<file path="src/rtl/ew_result_collector.sv">
// ---------------------------------------------------------------------------
// ew_result_collector
//
// Purpose:
//    Sink-side companion of the 8-lane elementwise quantized ALU blocks.
//    Captures the unbackpressured ALU result stream into a FIFO and re-emits
//    it as an AXI-Stream master. tlast/tkeep are derived from the programmed
//    element count. A registered credit (issue_ok) lets upstream issue logic
//    pace the ALU so that no result beat is ever lost.
//
// Ports:
//    clk, rst          clock (rising edge) and synchronous active-high reset
//    start             1-cycle pulse, begins a job when IDLE
//    total_elems       number of int8 results in the job
//    valid_i, data_i   ALU result beat (lane k = bits[8k+7:8k])
//    issue_ok          registered credit: upstream may issue this cycle
//    m_axis_*          AXI-Stream master toward the output buffer writer
//    busy              high while a job is running
//    done              1-cycle pulse at job end
//    overflow          sticky: a result beat was dropped
//
// FIFO_DEPTH must be a power of 2 and larger than PIPE_DEPTH+1.
// ---------------------------------------------------------------------------
module ew_result_collector #(
   parameter int MAX_VECTOR_SIZE = 8,
   parameter int FIFO_DEPTH      = 16,
   parameter int PIPE_DEPTH      = 6,
   parameter int INT8_SIZE       = 8
) (
   input  logic                                 clk,
   input  logic                                 rst,
   input  logic                                 start,
   input  logic [31:0]                          total_elems,
   input  logic                                 valid_i,
   input  logic [INT8_SIZE*MAX_VECTOR_SIZE-1:0] data_i,
   output logic                                 issue_ok,
   output logic [INT8_SIZE*MAX_VECTOR_SIZE-1:0] m_axis_tdata,
   output logic [MAX_VECTOR_SIZE-1:0]           m_axis_tkeep,
   output logic                                 m_axis_tlast,
   output logic                                 m_axis_tvalid,
   input  logic                                 m_axis_tready,
   output logic                                 busy,
   output logic                                 done,
   output logic                                 overflow
);

   localparam int DW = INT8_SIZE * MAX_VECTOR_SIZE;
   localparam int AW = $clog2(FIFO_DEPTH);
   localparam int LW = $clog2(MAX_VECTOR_SIZE);
   // Beat counters hold ceil(2^32 / lanes), i.e. one bit more than 32-LW.
   localparam int CW = 33 - LW;

   localparam logic [0:0] ST_IDLE = 1'b0;
   localparam logic [0:0] ST_RUN  = 1'b1;

   logic [0:0]    state_q, state_d;
   logic [CW-1:0] beats_q, beats_d;
   logic [LW-1:0] rem_q, rem_d;
   logic [CW-1:0] in_cnt_q, in_cnt_d;
   logic [CW-1:0] out_cnt_q, out_cnt_d;
   logic [CW-1:0] issued_cnt_q, issued_cnt_d;
   logic [AW-1:0] wr_ptr_q, wr_ptr_d;
   logic [AW-1:0] rd_ptr_q, rd_ptr_d;
   logic [AW:0]   count_q, count_d;
   logic          issue_ok_q, issue_ok_d;
   logic          done_q, done_d;
   logic          overflow_q, overflow_d;

   logic [DW-1:0] fifo_mem_q [FIFO_DEPTH];

   logic                       push;
   logic                       pop;
   logic                       last_beat;
   logic [MAX_VECTOR_SIZE-1:0] lane_keep;
   logic [DW-1:0]              head;

   // Output beat presentation: head of FIFO, tlast from the output beat
   // counter, and partial-beat lane masking on the final beat. Everything is
   // gated by tvalid so the bus reads all-zero whenever nothing is presented.
   always_comb begin
      head          = fifo_mem_q[rd_ptr_q];
      m_axis_tvalid = (count_q != '0);
      last_beat     = m_axis_tvalid && (out_cnt_q == beats_q - CW'(1));
      m_axis_tlast  = last_beat;
      lane_keep     = '0;
      m_axis_tdata  = '0;
      for (int k = 0; k < MAX_VECTOR_SIZE; k++) begin
         lane_keep[k] = m_axis_tvalid &&
                        (!last_beat || (rem_q == '0) || (k < int'(rem_q)));
         m_axis_tdata[k*INT8_SIZE +: INT8_SIZE] =
            lane_keep[k] ? head[k*INT8_SIZE +: INT8_SIZE] : '0;
      end
      m_axis_tkeep  = lane_keep;
   end

   // Next-state logic: job control, FIFO bookkeeping, drop detection and
   // the credit computation.
   always_comb begin
      state_d      = state_q;
      beats_d      = beats_q;
      rem_d        = rem_q;
      in_cnt_d     = in_cnt_q;
      out_cnt_d    = out_cnt_q;
      issued_cnt_d = issued_cnt_q;
      wr_ptr_d     = wr_ptr_q;
      rd_ptr_d     = rd_ptr_q;
      count_d      = count_q;
      done_d       = 1'b0;
      overflow_d   = overflow_q;

      pop  = m_axis_tvalid && m_axis_tready;
      // A full FIFO still accepts a beat when the head leaves in the same
      // cycle; the count is then unchanged.
      push = valid_i && (state_q == ST_RUN) && (in_cnt_q != beats_q) &&
             ((count_q != (AW+1)'(FIFO_DEPTH)) || pop);

      case (state_q)
         ST_IDLE: begin
            if (start) begin
               overflow_d = 1'b0;
               if (total_elems != '0) begin
                  state_d      = ST_RUN;
                  beats_d      = CW'(total_elems >> LW) +
                                 CW'(|total_elems[LW-1:0]);
                  rem_d        = total_elems[LW-1:0];
                  in_cnt_d     = '0;
                  out_cnt_d    = '0;
                  issued_cnt_d = '0;
               end else begin
                  done_d = 1'b1;
               end
            end
         end
         default: begin
            if (pop && last_beat) begin
               state_d = ST_IDLE;
               done_d  = 1'b1;
            end
         end
      endcase

      if (push) begin
         in_cnt_d = in_cnt_q + CW'(1);
         wr_ptr_d = wr_ptr_q + AW'(1);
      end
      if (pop) begin
         out_cnt_d = out_cnt_q + CW'(1);
         rd_ptr_d  = rd_ptr_q + AW'(1);
      end
      if (push && !pop) begin
         count_d = count_q + (AW+1)'(1);
      end else if (pop && !push) begin
         count_d = count_q - (AW+1)'(1);
      end

      if (issue_ok_q) begin
         issued_cnt_d = issued_cnt_q + CW'(1);
      end

      // A dropped beat wins over the clear-on-start so it is never hidden.
      if (valid_i && !push) begin
         overflow_d = 1'b1;
      end

      // Credit uses next-cycle occupancy and issue count: a vector issued
      // while issue_ok is high lands at most PIPE_DEPTH cycles later, and
      // every vector still in flight then has a guaranteed FIFO slot.
      issue_ok_d = (state_d == ST_RUN) &&
                   ((int'(count_d) + PIPE_DEPTH + 1) <= FIFO_DEPTH) &&
                   (issued_cnt_d != beats_d);
   end

   // Control and counter registers with synchronous reset.
   always_ff @(posedge clk) begin
      if (rst) begin
         state_q      <= ST_IDLE;
         beats_q      <= '0;
         rem_q        <= '0;
         in_cnt_q     <= '0;
         out_cnt_q    <= '0;
         issued_cnt_q <= '0;
         wr_ptr_q     <= '0;
         rd_ptr_q     <= '0;
         count_q      <= '0;
         issue_ok_q   <= 1'b0;
         done_q       <= 1'b0;
         overflow_q   <= 1'b0;
      end else begin
         state_q      <= state_d;
         beats_q      <= beats_d;
         rem_q        <= rem_d;
         in_cnt_q     <= in_cnt_d;
         out_cnt_q    <= out_cnt_d;
         issued_cnt_q <= issued_cnt_d;
         wr_ptr_q     <= wr_ptr_d;
         rd_ptr_q     <= rd_ptr_d;
         count_q      <= count_d;
         issue_ok_q   <= issue_ok_d;
         done_q       <= done_d;
         overflow_q   <= overflow_d;
      end
   end

   // FIFO storage has no reset; the empty count masks stale contents.
   always_ff @(posedge clk) begin
      if (push) begin
         fifo_mem_q[wr_ptr_q] <= data_i;
      end
   end

   assign issue_ok = issue_ok_q;
   assign busy     = (state_q == ST_RUN);
   assign done     = done_q;
   assign overflow = overflow_q;

endmodule

</file>
<file path="config.mk">
export PLATFORM = sky130hd
export DESIGN_NAME = ew_result_collector
export DESIGN_NICKNAME = d
export VERILOG_FILES = /design/src/rtl/ew_result_collector.sv
export SDC_FILE = /design/constraint.sdc
export NUM_CORES = 1
export LEC_CHECK = 0
export CAP_MARGIN = 15
export CORE_UTILIZATION = 60
export CTS_CLUSTER_SIZE = 40
export DETAILED_ROUTE_END_ITERATION = 7
export DONT_BUFFER_PORTS = 1
export PLACE_DENSITY = 0.75
export SLEW_MARGIN = 15
export SYNTH_ARGS = -nofsm -noshare
export SYNTH_HDL_FRONTEND = slang
export SYNTH_SLANG_ARGS = --single-unit
</file>
<file path="constraint.sdc">
create_clock -name clk -period 10.6 [get_ports clk]
set_clock_uncertainty 0.05 [all_clocks]
set_input_delay 3.18 -clock clk [delete_from_list [all_inputs] [get_ports clk]]
set_output_delay 3.18 -clock clk [all_outputs]
set_load 0.02 [all_outputs]
</file>
### Yosys cells after proc, flatten, opt, wreduce, memory -nomap -nowiden

Memory sizes are Yosys's and may differ from the RTL's. A register that Yosys moved wholly into a read port is not among the register bits.
Index checks and enable logic that the tools add are counted.

* bits of input ports: 101
* flip-flop bits (word level): 140
* output and inout bits: 78
* ROM bits: 0
* memories: 1
* memory bits (writable): 1024
* latch bits: 0

* $add $sub $neg: 11
* eq/ne operators: 7
* multipliers: 0
* magnitude comparators: 8
* shift-type cells: 0
* divide/modulo/power cells: 0
* reductions and logical operators: 44
* multiplexer cells: 37
* bitwise logic cells: 1

Memory list
* fifo_mem_q: depth 16, width 64, read ports 1, clocked after Yosys merged registers in 1, write ports 1, RTL line 69 `logic [DW-1:0] fifo_mem_q [FIFO_DEPTH];`

Operator list (number)
* two-way mux 30 bit: 12
* adder 30 x 1 -> 30 bit (second input constant): 3
* two-way mux 8 bit: 8
* != test 30 bit: 2
* nonzero test 32 bit: 1
* adder 29 x 1 -> 30 bit: 1
* == test 30 bit: 1
* subtractor 30 x 1 -> 30 bit (second input constant): 1
* logical AND 1 bit: 19
* two-way mux 1 bit: 13
* two-way mux 5 bit: 2
* nonzero test 2 bit: 5
* logical OR 1 bit: 9
* less-than comparator 3 bit (first input constant): 3
* AND reduction 3 bit: 3
* adder 4 x 1 -> 4 bit (second input constant): 2
* two-way mux 4 bit: 2
* adder 6 x 1 -> 7 bit (second input constant): 1
* <= comparator 7 x 5 -> 1 bit (second input constant): 1
* adder 5 x 3 -> 6 bit (second input constant): 1
* less-than comparator 1 x 3 -> 1 bit (first input constant): 2
* less-than comparator 2 x 3 -> 1 bit (first input constant): 2
* != test 2 x 1 -> 1 bit (second input constant): 3
* adder 5 x 1 -> 5 bit (second input constant): 1
* 8 further kinds: 10

### Longest topological paths before layout

Gate-level depths: netlist (run 1).

* depth after elaboration: 13
* depth in mapped cells: 15
* depth with buffers taken out: 14

### Least setup slack after synthesis (run 1)

OpenSTA, ideal clock, no wires.

* path type: input to register
* start point: input port valid_i
* end point: memory fifo_mem_q[0][0] (netlist name), enable pin
* setup time: 0.565 ns
* required time: 9.985 ns
* stages on the path: 6
* arrival time: 8.580 ns
* buffers on the path: 2
* setup slack: 1.406 ns
* cell sequence: nand2_1 and3b_1 clkbuf_1 buf_1 nand2_1 nor3_1

* longest elaborated chain between the ends: 5

RTL lines
* start: declaration: RTL line 34 `input logic valid_i,`
* logical AND 1 bit (3 in a row): RTL line 114 `push = valid_i && (state_q == ST_RUN) && (in_cnt_q != beats_q) &&`
* two-way mux 1 bit: RTL line 206 `if (push) begin`
* two-way mux 1 bit (not written as such): RTL line 207 `fifo_mem_q[wr_ptr_q] <= data_i;`
* end: declaration: RTL line 69

No other way between the ends.

### Worst setup path after layout (run 1)

* start point: register beats_q[0]
* end point: output port m_axis_tdata[20]

* longest elaborated chain between the ends: 8

RTL lines
* start: declaration: RTL line 57 `logic [CW-1:0] beats_q, beats_d;`
* start signal: assignment: RTL line 190 `beats_q <= beats_d;`
* subtractor 30 x 1 -> 30 bit: RTL line 83 `last_beat = m_axis_tvalid && (out_cnt_q == beats_q - CW'(1));`
* == test 30 bit: RTL line 83
* logical AND 1 bit: RTL line 83
* logical NOT 1 bit: RTL line 89 `(!last_beat || (rem_q == '0) || (k < int'(rem_q)));`
* logical OR 1 bit (2 in a row): RTL line 89
* logical AND 1 bit: RTL line 88 `lane_keep[k] = m_axis_tvalid &&`
* two-way mux 8 bit: RTL line 91 `lane_keep[k] ? head[k*INT8_SIZE +: INT8_SIZE] : '0;`
* end: declaration: RTL line 37 `output logic [INT8_SIZE*MAX_VECTOR_SIZE-1:0] m_axis_tdata,`

No other way between the ends.

==> flow_metrics.py, run 1 <==
metrics = {
    "setup_path": {
        "endpoint_kind": "output port",
        "regToRegStartpoint": "beats_q[0]",
        "kind_of_launch_point_of_the_worst_setup_path": "flop",
        "critPathLaunch": "beats_q[0]",
        "required_ps": 7370,
        "timing.critical_path.fanout_max": 11,
        "rr_worst_depth": 12,
        "r2r_setup_slack_ps": 6020,
        "worst_r2r_endpoint": "issue_ok",
        "crit_arrival_ps": 6240,
        "timing.setup.critical_path_class": "reg2out",
    },
    "clock_network": {
        "clockBufferDepth": 3,
        "cts_post_setup_buffers_inserted": 0,
        "htree_num_levels": 3,
        "cts_made_buffers": 111,
        "clock_tree_from_tritoncts": "built",
        "clock_latency_ps": 680,
        "numClockSinks": 1168,
        "cts.root.buffer_cell": "sky130_fd_sc_hd__clkbuf_16",
        "cts-hold-fix-buffers": 0,
        "post_cts_clock_slew_at_the_launch_and_capture_registers_of_the_worst_setup_and_hold_paths_ps": 60,
        "cts_repair_resize_count": 0,
    },
    "die": {
        "floorplan.initialDensity_pct": 60.95,
        "die_width_um": 286.0,
        "area_of_the_die_um2": 81780,
        "placement_rows": 103,
        "die_h_um": 286.0,
        "core_area_um2": 79390,
        "io_pins": 179,
    },
    "grt": {
        "vias_in_the_first_global_route": 27150,
        "grt_first_pass_wirelength_mm": 179.4,
        "antenna_found_initial": 1,
        "maximum_number_of_pins_on_one_net_before_global_route_repair": 142,
        "grt.overflow.total": 0,
        "groute.usage.overall_pct": 30.34,
    },
    "synth": {
        "synth.top_cells.by_area": "sky130_fd_sc_hd__edfxtp_1 (64%), sky130_fd_sc_hd__mux4_2 (15%), sky130_fd_sc_hd__dfxtp_1 (6.0%), sky130_fd_sc_hd__xnor2_1 (2.0%), sky130_fd_sc_hd__nor2_1 (1.3%)",
        "synth.most_common_cell": "sky130_fd_sc_hd__edfxtp_1",
        "post-synth-top-area-fraction_pct": 63.55,
        "synth_enable_flop_cells": 1024,
        "synth.cell_area_um2": 48390,
        "yosys-top-cells-count": "sky130_fd_sc_hd__edfxtp_1 (1024), sky130_fd_sc_hd__mux4_2 (320), sky130_fd_sc_hd__nor2_1 (162)",
        "post_synth_inst_count": 2773,
        "synth_fp_nets": 2888,
        "synth_flop_type": "sky130_fd_sc_hd__edfxtp_1",
        "postSynthRegisterBits": 1168,
        "syn_area_per_cell_um2": 17.45,
        "async_reset_ff_share_pct": 0,
        "post-synth-top-area-cell": "sky130_fd_sc_hd__edfxtp_1",
        "netlist-cell-type-count": 73,
        "synth_sequential_area_ratio_pct": 69.51,
        "count_of_warnings_emitted_by_yosys": 0,
    },
    "sta": {
        "hold_violation_count_in_the_final_report": 0,
        "layout_worst_path_cycle_share_pct": 89.30,
        "fin_tns_setup_ps": 0,
        "fmax_ghz": 0.1056,
        "timing.final.max_slew_violations": 0,
        "period_needed_ps": 9466,
        "rsz0062_at_grt": "false",
        "setup-violations-final": 0,
        "worstMarginPinSlew_ps": 1184,
        "slew_headroom_pct": 20.87,
    },
    "status": {
        "run_status": "completed",
    },
    "placement": {
        "buffer_ports.inserted": 0,
        "routabilityCongestion": 0.9533,
        "detailedPlacementHpwl_mm": 65.42,
        "placedInstanceArea_um2": 49590,
    },
    "power": {
        "comb_power_share_pct": 20.6,
        "power.leakage_nw": 16.38,
        "power.ir.vdd_worst_uv": 181.1,
        "p_total_w": 0.01156,
        "pwr_density_cell_nw_per_um2": 216.8,
        "swShare_pct": 27.92,
        "net-switching-power_w": 0.003228,
        "pwr-share-clk_pct": 35.0,
        "seq_power_share_pct": 44.4,
        "p_int_w": 0.008332,
    },
    "worst_hold_path": {
        "min-delay-start": "in_cnt_q[28]",
        "min_to": "in_cnt_q[28]",
        "min_path_cells": 2,
        "hold_path.class": "reg2reg",
    },
    "routing": {
        "antenna_violating_nets_post_route": 0,
        "routed_wirelength_mm": 122.4,
        "drc_errors": 0,
        "viasPerCell": 6.761,
        "dr.pass1.iters": 5,
        "vias": 26440,
        "drt-initial-drc-count": 2864,
        "avgRoutedWirePerCell_um": 31.29,
    },
    "finish": {
        "layout.core_utilization_pct": 67.16,
        "share_of_post_route_cells_with_drive_strength_above_1_pct": 20.76,
        "fill_cell_count": 5043,
        "layout.nets": 2888,
        "stdcell_area_um2": 53320,
        "area.growth.synth_to_final_pct": 10.19,
        "count_of_inserted_antenna_diode_cells": 0,
    },
    "flow_run": {
        "max-cap-violations": 0,
    },
}
-- critical path, stage by stage, from the launching register on --
cell and delay (ps):
sky130_fd_sc_hd__dfxtp_1 390, sky130_fd_sc_hd__inv_1 90, sky130_fd_sc_hd__ha_1 240, sky130_fd_sc_hd__or4b_4 540, sky130_fd_sc_hd__or3b_1 520, sky130_fd_sc_hd__or4_1 580, sky130_fd_sc_hd__xnor2_1 140, sky130_fd_sc_hd__or4b_4 480
sky130_fd_sc_hd__or4_4 560, sky130_fd_sc_hd__nor4_4 360, sky130_fd_sc_hd__a21o_1 700, sky130_fd_sc_hd__and2_1 670, sky130_fd_sc_hd__nor2b_1 270
-- power groups by stage --
stage	Clock [W]	Sequential [W]	Combinational, W
6_report	0.00404	0.00514	0.00238
5_1_grt	0.00425	0.00515	0.00251
4_1_cts	0.00409	0.00514	0.00240
3_5_place_dp	0	0.00524	0.00236
3_3_place_gp	0	0.00523	0.00233
2_1_floorplan	0	0.00517	0.00189
-- cells in the final DEF, fill, tap and decap left out, drive strengths merged, types with 26 or more instances in the layout --
cell and count:
clkbuf 147, xnor2 109, xor2 64, nor3 48, inv 26, buf 44, nor4 26, nand2 113
mux4 320, edfxtp 1024, and3 38, nand4 52, nor2 163, nand3 92, nor2b 49, o21ai 30
dfxtp 144, a21oi 89, clkinv 34
-- logic make-up (layout without fill, tap and decap cells) --
| group | Yosys count | in the layout | synth area share [%] |
|---|---|---|---|
| AND/OR/NAND/NOR | 688 | 688 | 7.522 |
| adder cells (fa/ha/maj) | 14 | 14 | 0.3620 |
| flip-flops | 1168 | 1168 | 69.51 |
| buffers and inverters | 181 | 269 | 1.487 |
| AO/OA/AOI/OAI | 211 | 211 | 2.715 |
| XOR/XNOR | 173 | 173 | 3.131 |
| multiplexers | 338 | 338 | 15.28 |
-- per-stage QoR --
step	hold WS [ps]	setup slack, ps	instances
4_1_cts	460.2	1091	3910
5_1_grt	478.3	831.4	3911
3_5_place_dp	449.0	1862	3709
3_3_place_gp	415.9	1893	3709
6_report	459.8	1134	3911
2_1_floorplan	417.8	1406	2773
-- how the worst max path moves through the flow --
stage,depth (start not counted),slack [ps],to
final,12,1130,m_axis_tdata[20]
after global routing,12,830,m_axis_tdata[20]
after CTS,12,1090,m_axis_tkeep[2]
after detailed placement,12,1860,m_axis_tdata[20]
after global placement,12,1890,m_axis_tkeep[2]
after floorplan,6,1410,fifo_mem_q[0][0]
-- flip-flops by register name (all words and copies together) (netlist names), named ones only --
| name | flops |
|---|---|
| overflow | 1 |
| issue_ok | 1 |
| rd_ptr_q | 4 |
| beats_q | 30 |
| wr_ptr_q | 4 |
| out_cnt_q | 30 |
| count_q | 5 |
| busy | 1 |
| issued_cnt_q | 30 |
| fifo_mem_q | 1024 |
| done | 1 |
| rem_q | 3 |
| in_cnt_q | 30 |
-- routing by layer --
| layer | share of wire, % | vias to the layer above | routed length [µm] | GRT usage, % |
|---|---|---|---|---|
| li1 | - | 11030 | - | - |
| met3 | 8.5 | 275 | 10430 | 6.172 |
| met1 | 36 | 13760 | 43510 | 37.74 |
| met5 | 0.011 | - | 13 | 0 |
| met4 | 3.9 | 2 | 4752 | 11.72 |
| met2 | 52 | 1383 | 63660 | 52.52 |
-- area by class of cell --
type	count	area, µm²	share of cell area (%)
clock buffer	147	3005	5.637
tap	1050	1314	2.464
timing repair buffer	44	380.4	0.7134
multi-input combinational	1424	14180	26.59
sequential	1168	33650	63.11
inverter	24	90.09	0.1690
clock inverter	54	701.9	1.316
No activity file was read; power rests on OpenSTA's default activity.
==> run 2: changes to the inputs <==
Settings changed: CAP_MARGIN 15 to 40.
==> run 2 against run 1 <==
Effect of this change:
- first-iteration DRC count up 12%
- largest power group unchanged
- register-to-register slack better by 50 ps
- via count up 1.4%
- non-clock buffer count up 16
- design area up 0.88%
- power up 1.8%
- die area unchanged
- clock power up 4%
- flip-flop and latch count unchanged
- clock-buffer cell count down 17
- combinational power up 2%
- core utilization up 0.59 points
==> flow_metrics.py, run 2 (synthesized netlist as in run 1, its figures left out) <==
metrics = {
    "status": {
        "run_status": "completed",
    },
    "die": {
        "placement_rows": 103,
        "core_area_um2": 79390,
        "die_h_um": 286.0,
        "area_of_the_die_um2": 81780,
        "floorplan.initialDensity_pct": 60.95,
        "io_pins": 179,
        "die_width_um": 286.0,
    },
    "power": {
        "comb_power_share_pct": 20.6,
        "swShare_pct": 28.03,
        "p_int_w": 0.008464,
        "seq_power_share_pct": 43.7,
        "power.ir.vdd_worst_uv": 173.2,
        "net-switching-power_w": 0.003297,
        "power.leakage_nw": 16.60,
        "pwr-share-clk_pct": 35.8,
        "pwr_density_cell_nw_per_um2": 218.7,
    },
    "routing": {
        "wl_met2_mm": 64.79,
        "m1WireLength_mm": 44.83,
        "drt-initial-drc-count": 3217,
        "drc_errors": 0,
        "vias": 26810,
        "maxUsedRoutingLayer": "met4",
        "antenna_violating_nets_post_route": 0,
        "routed_wirelength_mm": 125.4,
        "dr.pass1.iters": 6,
        "avgRoutedWirePerCell_um": 31.88,
        "routed-wl-met3_mm": 10.61,
        "viasPerCell": 6.816,
    },
    "worst_hold_path": {
        "min_to": "in_cnt_q[28]",
        "hold_path.class": "reg2reg",
        "min_path_cells": 2,
        "min-delay-start": "in_cnt_q[28]",
    },
    "setup_path": {
        "required_ps": 7370,
        "timing.critical_path.fanout_max": 11,
        "r2r_setup_slack_ps": 6070,
        "crit_arrival_ps": 6250,
        "timing.setup.critical_path_class": "reg2out",
        "rr_worst_depth": 12,
        "regToRegStartpoint": "beats_q[0]",
        "kind_of_launch_point_of_the_worst_setup_path": "flop",
        "endpoint_kind": "output port",
        "worst_r2r_endpoint": "issue_ok",
    },
    "clock_network": {
        "cts_made_buffers": 112,
        "clockBufferDepth": 3,
        "numClockSinks": 1168,
        "cts_repair_resize_count": 0,
        "clock_tree_from_tritoncts": "built",
        "clock_latency_ps": 690,
        "cts.root.buffer_cell": "sky130_fd_sc_hd__clkbuf_16",
        "cts-hold-fix-buffers": 0,
        "htree_num_levels": 3,
        "cts_post_setup_buffers_inserted": 0,
        "post_cts_clock_slew_at_the_launch_and_capture_registers_of_the_worst_setup_and_hold_paths_ps": 70,
    },
    "finish": {
        "count_of_inserted_antenna_diode_cells": 0,
        "share_of_post_route_cells_with_drive_strength_above_1_pct": 21.57,
        "fill_cell_count": 4929,
        "layout.nets": 2905,
        "layout_commonest_cell": "sky130_fd_sc_hd__edfxtp_1",
        "final_cell_mix": "sky130_fd_sc_hd__edfxtp_1 (1024), sky130_fd_sc_hd__mux4_2 (320), sky130_fd_sc_hd__nor2_1 (150)",
        "largest_register_ff_count": 1024,
        "area.growth.synth_to_final_pct": 11.16,
        "largest-register": "fifo_mem_q",
        "layout.core_utilization_pct": 67.76,
    },
    "grt": {
        "grt.overflow.total": 0,
        "groute.usage.overall_pct": 30.99,
        "maximum_number_of_pins_on_one_net_before_global_route_repair": 142,
        "vias_in_the_first_global_route": 27470,
        "grt_first_pass_wirelength_mm": 183.4,
        "antenna_found_initial": 2,
    },
    "sta": {
        "worstMarginPinSlew_ps": 919.9,
        "setup_slack_ps": 1123,
        "period_needed_ps": 9477,
        "hold_violation_count_in_the_final_report": 0,
        "rsz0062_at_grt": "false",
        "layout_worst_path_cycle_share_pct": 89.41,
        "fmax_ghz": 0.1055,
        "setup-violations-final": 0,
        "slew_headroom_pct": 37.09,
        "fin_tns_setup_ps": 0,
        "timing.final.max_slew_violations": 0,
    },
    "placement": {
        "routabilityCongestion": 0.9533,
        "dp_slack_ps": 1866,
        "buffer_ports.inserted": 0,
        "detailedPlacementHpwl_mm": 68.16,
    },
    "flow_run": {
        "max-cap-violations": 0,
    },
}
[run 2: how the worst max path moves through the flow]
stage,endpoint,startpoint,slack (ps),cells past startpoint
final,m_axis_tdata[20],beats_q[0],1120,12
after global routing,m_axis_tdata[21],beats_q[0],850,12
after floorplan,fifo_mem_q[0][0],valid_i,1410,6
after CTS,m_axis_tdata[20],beats_q[0],1120,12
after global placement,m_axis_tkeep[2],beats_q[0],1890,12
after detailed placement,m_axis_tdata[20],beats_q[0],1870,12
[run 2: layer usage]
metal,up-vias,global-route usage [%]
li1,11090,-
met1,13850,39.35
met3,302,5.319
met2,1570,53.17
met4,0,12.82
met5,-,0
[run 2: area by class of cell]
cell class              count  area, µm²  area share (%)
repair buffers             60      696.9           1.296
well taps                1050       1314           2.442
clock inverters            77      991.0           1.842
flip-flops and latches   1168      33650           62.55
clock buffers             130       2870           5.336
inverters                  24      90.09          0.1675
multi-input cells        1424      14180           26.36
[run 2: power groups by stage]
stage	combinational, W	sequential (W)	clock [W]
after CTS	0.00243	0.00514	0.00424
final	0.00242	0.00514	0.00421
after floorplan	0.00189	0.00517	0
after global placement	0.00233	0.00523	0
after global routing	0.00255	0.00515	0.00440
after detailed placement	0.00237	0.00524	0
[run 2: critical path, stage by stage, from the launching register on]
cell and delay, ps:
sky130_fd_sc_hd__dfxtp_1 390, sky130_fd_sc_hd__inv_1 90, sky130_fd_sc_hd__ha_1 240, sky130_fd_sc_hd__or4b_4 540
sky130_fd_sc_hd__or3b_1 500, sky130_fd_sc_hd__or4_1 580, sky130_fd_sc_hd__xnor2_1 140, sky130_fd_sc_hd__or4b_4 480
sky130_fd_sc_hd__or4_4 560, sky130_fd_sc_hd__nor4_4 360, sky130_fd_sc_hd__a21o_1 720, sky130_fd_sc_hd__and2_1 690
sky130_fd_sc_hd__nor2b_1 280
[run 2: stage by stage]
stage | cell area (µm²) | power, W | cells | hold slack (ps)
after floorplan | 48390 | 0.007059 | 2773 | 417.8
after global placement | 49590 | 0.007563 | 3709 | 415.9
after CTS | 53760 | 0.01181 | 3932 | 452.6
after global routing | 53790 | 0.01210 | 3933 | 481.6
after detailed placement | 49900 | 0.007610 | 3725 | 445.1
final | 53790 | 0.01176 | 3933 | 455.3
